File: src/rtl/bram_port_arbiter.sv
// Round-robin arbiter sharing BRAM port A between two requesters; reads return via rvalid pulse.
// Define BRAM_ARB_FIXED_PRIO_EN to make requester 0 always win ties (requester 1 may starve).
module bram_port_arbiter #(
  parameter int unsigned DATA_W = 16,
  parameter int unsigned ADDR_W = 10
) (
  input  logic              clk,
  input  logic              reset,
  input  logic              req0,
  input  logic              we0,
  input  logic [ADDR_W-1:0] addr0,
  input  logic [DATA_W-1:0] wdata0,
  output logic              gnt0,
  output logic              rvalid0,
  input  logic              req1,
  input  logic              we1,
  input  logic [ADDR_W-1:0] addr1,
  input  logic [DATA_W-1:0] wdata1,
  output logic              gnt1,
  output logic              rvalid1,
  output logic [DATA_W-1:0] rdata,
  output logic [ADDR_W-1:0] bram_addr,
  output logic [DATA_W-1:0] bram_data,
  output logic              bram_we,
  input  logic [DATA_W-1:0] bram_q,
  output logic              busy
);

  typedef enum logic [1:0] {StIdle, StAccess, StRdWait, StRdRet} state_e;

  state_e            state_q, state_d;
  logic              last_gnt_q, last_gnt_d;
  logic              win_q, win_d;
  logic              gnt0_q, gnt0_d;
  logic              gnt1_q, gnt1_d;
  logic              rvalid0_q, rvalid0_d;
  logic              rvalid1_q, rvalid1_d;
  logic [DATA_W-1:0] rdata_q, rdata_d;
  logic [ADDR_W-1:0] bram_addr_q, bram_addr_d;
  logic [DATA_W-1:0] bram_data_q, bram_data_d;
  logic              bram_we_q, bram_we_d;
  logic              pick;

  // Winner if arbitration happens this cycle: 0 = requester 0, 1 = requester 1.
  always_comb begin
`ifdef BRAM_ARB_FIXED_PRIO_EN
    pick = ~req0;
`else
    if (req0 && req1) begin
      pick = ~last_gnt_q;
    end else begin
      pick = ~req0;
    end
`endif
  end

  always_comb begin
    state_d     = state_q;
    last_gnt_d  = last_gnt_q;
    win_d       = win_q;
    gnt0_d      = 1'b0;
    gnt1_d      = 1'b0;
    rvalid0_d   = 1'b0;
    rvalid1_d   = 1'b0;
    rdata_d     = rdata_q;
    bram_addr_d = bram_addr_q;
    bram_data_d = bram_data_q;
    bram_we_d   = 1'b0;
    unique case (state_q)
      StIdle: begin
        if (req0 || req1) begin
          win_d       = pick;
          last_gnt_d  = pick;
          gnt0_d      = ~pick;
          gnt1_d      = pick;
          bram_addr_d = pick ? addr1 : addr0;
          bram_data_d = pick ? wdata1 : wdata0;
          bram_we_d   = pick ? we1 : we0;
          state_d     = StAccess;
        end
      end
      StAccess: begin
        state_d = bram_we_q ? StIdle : StRdWait;
      end
      StRdWait: begin
        // BRAM output reflects the address presented during StAccess.
        rdata_d   = bram_q;
        rvalid0_d = ~win_q;
        rvalid1_d = win_q;
        state_d   = StRdRet;
      end
      StRdRet: begin
        state_d = StIdle;
      end
      default: begin
        state_d = StIdle;
      end
    endcase
  end

  always_ff @(posedge clk) begin
    if (reset) begin
      state_q     <= StIdle;
      last_gnt_q  <= 1'b1;
      win_q       <= 1'b0;
      gnt0_q      <= 1'b0;
      gnt1_q      <= 1'b0;
      rvalid0_q   <= 1'b0;
      rvalid1_q   <= 1'b0;
      rdata_q     <= '0;
      bram_addr_q <= '0;
      bram_data_q <= '0;
      bram_we_q   <= 1'b0;
    end else begin
      state_q     <= state_d;
      last_gnt_q  <= last_gnt_d;
      win_q       <= win_d;
      gnt0_q      <= gnt0_d;
      gnt1_q      <= gnt1_d;
      rvalid0_q   <= rvalid0_d;
      rvalid1_q   <= rvalid1_d;
      rdata_q     <= rdata_d;
      bram_addr_q <= bram_addr_d;
      bram_data_q <= bram_data_d;
      bram_we_q   <= bram_we_d;
    end
  end

  assign gnt0      = gnt0_q;
  assign gnt1      = gnt1_q;
  assign rvalid0   = rvalid0_q;
  assign rvalid1   = rvalid1_q;
  assign rdata     = rdata_q;
  assign bram_addr = bram_addr_q;
  assign bram_data = bram_data_q;
  assign bram_we   = bram_we_q;
  assign busy      = (state_q != StIdle);

endmodule

File: config.mk
export PLATFORM = sky130hd
export DESIGN_NAME = bram_port_arbiter
export DESIGN_NICKNAME = d
export VERILOG_FILES = /design/src/rtl/bram_port_arbiter.sv
export SDC_FILE = /design/constraint.sdc
export NUM_CORES = 1
export LEC_CHECK = 0
export CELL_PAD_IN_SITES_DETAIL_PLACEMENT = 1
export CELL_PAD_IN_SITES_GLOBAL_PLACEMENT = 1
export CORE_MARGIN = 3
export CORE_UTILIZATION = 27
export DETAILED_ROUTE_END_ITERATION = 10
export PLACE_DENSITY = 0.87
export SLEW_MARGIN = 30
export SYNTH_ARGS = -nofsm -noshare
export SYNTH_HDL_FRONTEND = slang
export SYNTH_SLANG_ARGS = --single-unit
File: constraint.sdc
create_clock -name clk -period 1.47 [get_ports clk]
set_input_delay 0.2205 -clock clk [delete_from_list [all_inputs] [get_ports clk]]
set_output_delay 0.2205 -clock clk [all_outputs]
set_load 0.02 [all_outputs]
==> results.md, run 1 <==
Worst setup path:
- The data required time of the critical path is 1.68 ns.
- The data arrival time of the worst path is 1.61 ns.
- The worst setup path is captured at a flop.
- The critical path start-end classification is input pin to flop.
- Of all nets on the critical path, the largest fanout is 22.
- The endpoint identified for the worst register-to-register timing path is bram_data[3].
- The number of cells on the worst reg-to-reg path is 5.
- STA classifies the critical path startpoint as an input pin.
- The setup slack on the worst flop-to-flop path is 0.08 ns.

STA:
- Based on the critical path, the design can be clocked at up to 711 MHz.
- The final-report hold violation count came to 0.
- The max-slew violation count came to 0.
- In the final timing run, aggregate negative setup slack is 0 ns.
- The share of the clock period used by the worst path is 0.956.
- The transition time of the tightest slew-check pin is 0.269 ns.
- The post-layout minimum cycle time is 1.41 ns.
- The worst setup skew after layout is 0.00473 ns.
- The headroom to the max-slew limit is 0.819.
- The setup slack after layout is 0.0644 ns.
- Setup violations remaining at the end of the flow were counted as 0.
- Setup repair after global routing left no endpoint under its margin.

Global route:
- The initial antenna violation count came to 0.
- Across every metal layer, demand over resource in global routing totals 0.165.
- The number of global-route vias before repair is 2,604.
- Entering global routing, the biggest net connects 52 pins.
- The first global-routing pass estimated 13,000 um of wire.
- The total congestion overflow after global routing is 0.

Pwr:
- The completed layout was analyzed and its total power is 3490 uW.
- The leakage power total is 0.00154 uW.
- The worst-case IR drop observed on VDD is 0.351 mV.
- The total power divided by cell area is 941 nW/um^2.

Logic synthesis:
- Yosys instantiated no cell more often than sky130_fd_sc_hd__dfxtp_1.
- Sorting the synthesized cells by how often they occur yields 51 x sky130_fd_sc_hd__dfxtp_1, 45 x sky130_fd_sc_hd__a21oi_1, 34 x sky130_fd_sc_hd__nand2_1.
- After synthesis, the cell types taking the most area are sky130_fd_sc_hd__dfxtp_1 45%, sky130_fd_sc_hd__a311oi_2 13%, sky130_fd_sc_hd__a21oi_1 10%.
- The number of unique standard cell types used by synthesis is 24.
- Averaged over all synthesized cells, the footprint is 8.66 sq um.
- The most used flip-flop cell after synthesis is sky130_fd_sc_hd__dfxtp_1.
- In this run, synthesis inferred 0 flip-flops with an integrated enable.
- Counting flops and latches in the post-synthesis netlist gives 51.
- The fraction of registers with async set/reset is 0.
- The synthesized netlist cell count is 261.
- During synthesis, Yosys emitted a total of 0 warnings.
- sky130_fd_sc_hd__dfxtp_1 takes more of the synthesized area than any other cell.
- The number of nets handed over by synthesis was 335.
- The netlist area before placement is 2260 sq um.
- Of the post-synthesis cell area, the dominant cell type holds 0.452.
- For this run, the register share of the synthesized area comes to 0.452.

Min path:
- The worst hold path passes through 3 cells.
- The critical hold path startpoint is reset.
- The worst hold-check path type is input pin to flop.
- The worst hold path endpoint is rdata[15].

Routing:
- Dividing the detail-routed via count by the number of cells gives 4.96.
- The remaining antenna violation count after routing is 0.
- The routed length per instance is 16.5 um.
- The overall routed net length is 8020 um.
- For this run, the detailed router's first-pass iteration total came to 4.
- The routed via count is 2,407.
- The violation count after the first detailed-routing iteration is 53.
- The final routed DRC violation total is 0.

Flow run:
- Across the run, the number of max-cap violations was 0.

Clock network:
- The maximum buffer depth of the clock tree is 2.
- The number of H-tree branching levels is 2.
- The number of sinks driven by the clock tree is 51.
- Clock tree synthesis inserted a total of 5 buffers.
- The TritonCTS clock tree is built.
- After clock tree synthesis, the clock-pin slew on the worst setup and hold paths is 0.09 ns.
- Clock latency on the worst-skew pair, taken at its later pin, is 0.30 ns.
- The tree is rooted in a sky130_fd_sc_hd__clkbuf_8.

Floorplan:
- For this design the top-level I/O count stands at 122.
- The horizontal die dimension is 97.5 um.
- The area enclosed by the die boundary is 9500 sq um.
- The starting density of the core is 0.285.
- After floorplanning, the core was divided into 32 placement rows.
- The die span in y is 97.5 um.
- The total area inside the core boundary comes to 7930 sq um.

Cells and area:
- The number of antenna cells inserted is 0.
- The final-stage net count is 456.
- The area growth from synthesis to layout is 64.3%.
- The layout has 935 filler cells.
- The core occupancy in the finished layout is 0.468.
- The share of cells above drive strength 1 is 0.146.
- The design area is 3710 sq um.

Place:
- At the end of routability-driven placement, the weighted congestion stood at 0.766.
- The number of port buffers is 121.
- Prior to clock tree synthesis, the placed netlist has a worst setup slack of -0.247 ns.
- In this run the cell area measured after placement is 3670 sq um.
- The half-perimeter wire length after detailed placement is 6160 um.

Run status:
- The run finished with clean final reports.
repair_timing:
| item | in CTS | in global routing |
|---|---|---|
| cloned | 0 | 0 |
| hold buffers | 0 | 0 |
| resized for setup | 45 | 4 |
| setup buffers | 0 | 0 |
| setup endpoints to repair | 45 | 6 |
worst max path at each step:
stage / from / to / slack, ns / depth (start not counted)
3_5_place_dp: req0 / bram_addr[0] / -0.25 / 5
3_3_place_gp: req0 / bram_addr[0] / -0.15 / 5
5_1_grt: flop / bram_data[2] / 0.004 / 5
6_report: req0 / bram_addr[0] / 0.06 / 5
2_1_floorplan: flop / last_gnt_q / 0.23 / 5
4_1_cts: rvalid0 / rvalid0 / 0.0003 / 1
sequential cells by signal, summed over array words and instances (netlist names), named ones only:
name / flops
rvalid1: 1
bram_data: 16
state_q: 1
rdata: 16
win_q: 1
bram_addr: 10
gnt0: 1
last_gnt_q: 1
rvalid0: 1
gnt1: 1
bram_we: 1
critical path: stages:
cell	delay (ns)
sky130_fd_sc_hd__clkdlybuf4s50_1	0.44
sky130_fd_sc_hd__or2_1	0.27
sky130_fd_sc_hd__and2_1	0.21
sky130_fd_sc_hd__buf_12	0.18
sky130_fd_sc_hd__a311oi_1	0.29
cell usage in the layout (no fill, tap or decap), types with 3 or more instances in the layout:
master	synthesis	routed
sky130_fd_sc_hd__nand3_1	27	27
sky130_fd_sc_hd__a311oi_2	20	20
sky130_fd_sc_hd__dlymetal6s2s_1	0	3
sky130_fd_sc_hd__a311oi_1	6	6
sky130_fd_sc_hd__dfxtp_1	51	51
sky130_fd_sc_hd__nor3_1	5	5
sky130_fd_sc_hd__buf_4	1	20
sky130_fd_sc_hd__o21ai_0	27	27
sky130_fd_sc_hd__nand2_1	34	34
sky130_fd_sc_hd__buf_12	0	3
sky130_fd_sc_hd__dlygate4sd2_1	0	45
sky130_fd_sc_hd__clkdlybuf4s50_1	0	72
sky130_fd_sc_hd__a21oi_1	45	45
sky130_fd_sc_hd__clkbuf_8	0	5
through the flow:
| step | instances | hold WS, ns |
|---|---|---|
| finish | 485 | 0.387 |
| global route | 485 | 0.395 |
| CTS | 485 | 0.382 |
| detailed placement | 477 | 0.455 |
| global placement | 477 | 0.444 |
| floorplan | 261 | 0.357 |
where the power goes:
group	switching, uW	total (uW)	leakage, uW	internal (uW)
clock network	474	811	0.0000483	336
registers	69.0	1580	0.000420	1510
logic	581	1100	0.00107	523
total	1120	3490	0.00154	2370
per-layer routing:
metal  global-route usage  up-vias  wire [um]
li1                     -     1189          -
met1                0.190     1141       3270
met2                0.305       71       4270
met3               0.0424        6        427
met4               0.0341        0         51
met5                    0        -          0
final cells by class:
class                      instances  area, sq um  share of cell area
clock buffer                       5         68.8              0.0185
clock inverter                     3         18.8             0.00506
inverter                           2         7.51             0.00202
multi-input combinational        177         1090               0.294
sequential                        51         1020               0.275
tap                              102          128              0.0344
timing repair buffer             145         1380               0.371
cells by family after synthesis:
family / share of synthesized area
AO/OA/AOI/OAI: 0.322
buffers and inverters: 0.0681
flip-flops: 0.452
AND/OR/NAND/NOR: 0.158
(Power assumes the default switching activity.)
==> run 2: changes to the inputs <==
MAX_ROUTING_LAYER = met4   (was default)
clock period = 1.3 ns   (was 1.47 ns; I/O delays follow)
==> results.md, run 2 (synthesized netlist as in run 1, its figures left out) <==
Pwr:
- The relative contribution of the clock network to total power is 0.271 (+0.039).
- The net switching power is 1280 uW (+14%).
- The leakage power total is 0.00155 uW (+0.42%).
- The worst voltage drop across the vdd grid is 0.414 mV (+18%).
- The overall power of the completed layout came to 4240 uW (+21%).
- The share of power burned in registers was 0.422 (-0.030).
- The design internal power came to 2960 uW (+25%).
- The total power divided by cell area is 1120 nW/um^2 (+19%).
- The part of the power in combinational logic is 0.308 (-0.008).
- The fraction of power spent switching nets is 0.302 (-0.0201).

Cells and area:
- The final-stage net count is 460 (+0.88%).
- The most common cell after layout, fill and taps aside is sky130_fd_sc_hd__clkdlybuf4s50_1.
- The library cells used most frequently in the layout, excluding fill and tap cells, are 70 x sky130_fd_sc_hd__clkdlybuf4s50_1, 49 x sky130_fd_sc_hd__dlygate4sd2_1, 48 x sky130_fd_sc_hd__dfxtp_1, 45 x sky130_fd_sc_hd__a21oi_1, 34 x sky130_fd_sc_hd__nand2_1.
- The share of cells above drive strength 1 was 0.173 (+0.0269).
- The area growth from synthesis to layout is 67.9%.
- The number of antenna cells inserted came to 0 (unchanged).

Place:
- The number of port buffers came to 121 (unchanged).
- The weighted congestion at the end of routability-driven global placement came to 0.779 (+1.7%).
- The minimum setup slack after placement is -0.329 ns (-0.0820 ns).
- The half-perimeter wire length after detailed placement came to 6290 um (+2.0%).

Flow run:
- The number of max-cap violations was 0 (unchanged).

STA:
- The transition time of the tightest slew-check pin came to 0.279 ns (+0.0102 ns).
- The number of endpoints failing setup at the final stage is 0 (unchanged).
- The post-layout minimum cycle time is 1.23 ns.
- The max-slew violation count was 0 (unchanged).
- The final-report hold violation count was 0 (unchanged).
- The headroom to the max-slew limit is 0.814 (-0.00488).
- The setup slack after layout is 0.0748 ns (+0.0104 ns).
- Timing would allow up to 816 MHz.
- The final-layout worst hold slack is 0.373 ns (-0.0139 ns).
- The worst setup skew after layout is 0.00399 ns (-0.000741 ns).
- The share of the clock period used by the worst path is 0.942.
- Setup repair after global routing left no endpoint under its margin.

Floorplan:
- The horizontal die dimension is 97.5 um (unchanged).
- The number of placement rows is 32 (unchanged).
- The starting density of the core is 0.285 (unchanged).
- The core region area was 7930 sq um (unchanged).
- The area enclosed by the die boundary came to 9500 sq um (unchanged).
- The count of boundary I/O pins is 122 (unchanged).
- The die span in y was 97.5 um (unchanged).

Routing:
- The per-cell via count in the routed design is 4.94 (-0.45%).
- The routed via count is 2,416 (+0.37%).
- The overall routed net length was 8350 um (+4.1%).
- The violation count after the first detailed-routing iteration is 48 (-9.4%).
- The remaining antenna violation count after routing is 0 (unchanged).
- The detailed-routing iteration count for the pre-antenna-repair pass is 4 (unchanged).
- The routed length per instance is 17.1 um (+3.2%).
- The final routed DRC violation total came to 0 (unchanged).

Clock network:
- The clock network latency to the later pin of the worst-skew pair came to 0.30 ns (about the same).
- The master cell of the clock root buffer is sky130_fd_sc_hd__clkbuf_8.
- TritonCTS built the clock tree.
- The number of H-tree branching levels is 2 (unchanged).
- The clock input transition at the sequential cells of the worst setup and hold paths came to 0.09 ns (about the same).
- The number of CTS-inserted buffers came to 5 (unchanged).
- The number of sinks driven by the clock tree came to 51 (unchanged).
- The maximum buffer depth of the clock tree is 2 (unchanged).

Worst setup path:
- STA classifies the critical path endpoint as a flop.
- The number of cells on the worst reg-to-reg path is 5 (unchanged).
- The maximum fanout along the worst path came to 14 (-36%).
- The launching element type of the critical path is a flop.
- The data arrival time of the worst path is 1.44 ns (-0.17 ns).
- The data required time of the critical path is 1.51 ns (-0.17 ns).
- The critical path start-end classification is flop to flop.

Min path:
- The instance count along the most critical hold path is 3 (unchanged).
- The worst hold-check path type is input pin to flop.

Global route:
- The pin count of the biggest net entering global routing is 52 (unchanged).
- The number of global-route vias before repair is 2,546 (-2.2%).
- The all-layer global routing usage is 0.174 (+0.00890).
- The initial antenna violation count is 0 (unchanged).
- The total congestion overflow after global routing came to 0 (unchanged).
- The global-route wire length before repair is 13,100 um (+0.69%).

Run status:
- The run finished with clean final reports.
-- run 2: cell count changes in the layout (fill, tap and decap cells not counted), sizes merged --
cell,before,now
dlygate4sd2,45,49
clkbuf,5,6
buf,25,30
inv,3,2
dlymetal6s2s,3,0
clkinv,2,1
clkdlybuf4s50,72,70
bufinv,0,1
-- run 2: final cells by class --
cell class	instances	area, sq um
fillers	944	4130
repair buffers	149	1410
multi-input cells	177	1110
flip-flops and latches	51	1020
well taps	102	128
clock buffers	6	82.6
clock inverters	2	35.0
inverters	2	7.51
-- run 2: metrics by stage --
step | instance area, sq um | instances | util | TNS, ns
after floorplan | 2260 | 261 | - | 0
after global placement | 3680 | 478 | 0.464 | -6.73
after detailed placement | 3680 | 478 | 0.464 | -8.29
after CTS | 3790 | 489 | 0.479 | 0
after global routing | 3790 | 489 | 0.479 | 0
final | 3790 | 489 | 0.479 | 0
-- run 2: worst paths after layout --
path | startpoint | endpoint | slack (ns)
worst max-delay path | flop | bram_addr[2] | 0.07
worst min-delay path | reset | rdata[8] | 0.37
worst max register to register | flop | bram_addr[2] | 0.07
worst min register to register | rdata[9] | rdata[9] | 0.45
-- run 2: timing repair --
item / CTS / global route
gates resized for setup: 62 / 1
gates cloned: 1 / 0
setup buffers: 2 / 0
setup endpoints to repair: 74 / 5
hold buffers: 0 / 0
pin swaps: 3 / 0
-- run 2: power by group through the flow --
stage                     registers (uW)  logic (uW)  clock network [uW]
after global placement              1820        1310                   0
after global routing                1810        1400                1250
final                               1790        1300                1150
after floorplan                     1980         506                   0
after CTS                           1790        1320                1180
after detailed placement            1830        1360                   0
-- run 2: per-layer routing --
metal  GRT usage  vias to the layer above  share of wire
met2       0.314                       77           0.53
met1       0.195                     1139           0.41
li1            -                     1192              -
met3      0.0380                        8          0.051
met5           -                        -              0
met4      0.0394                        0          0.011
-- run 2: worst max-delay path, cell delays in order, from the launching register on --
cell,delay (ns)
sky130_fd_sc_hd__dfxtp_2,0.35
sky130_fd_sc_hd__nor2_4,0.13
sky130_fd_sc_hd__buf_6,0.11
sky130_fd_sc_hd__buf_4,0.20
sky130_fd_sc_hd__a21oi_1,0.11
sky130_fd_sc_hd__a311oi_2,0.24
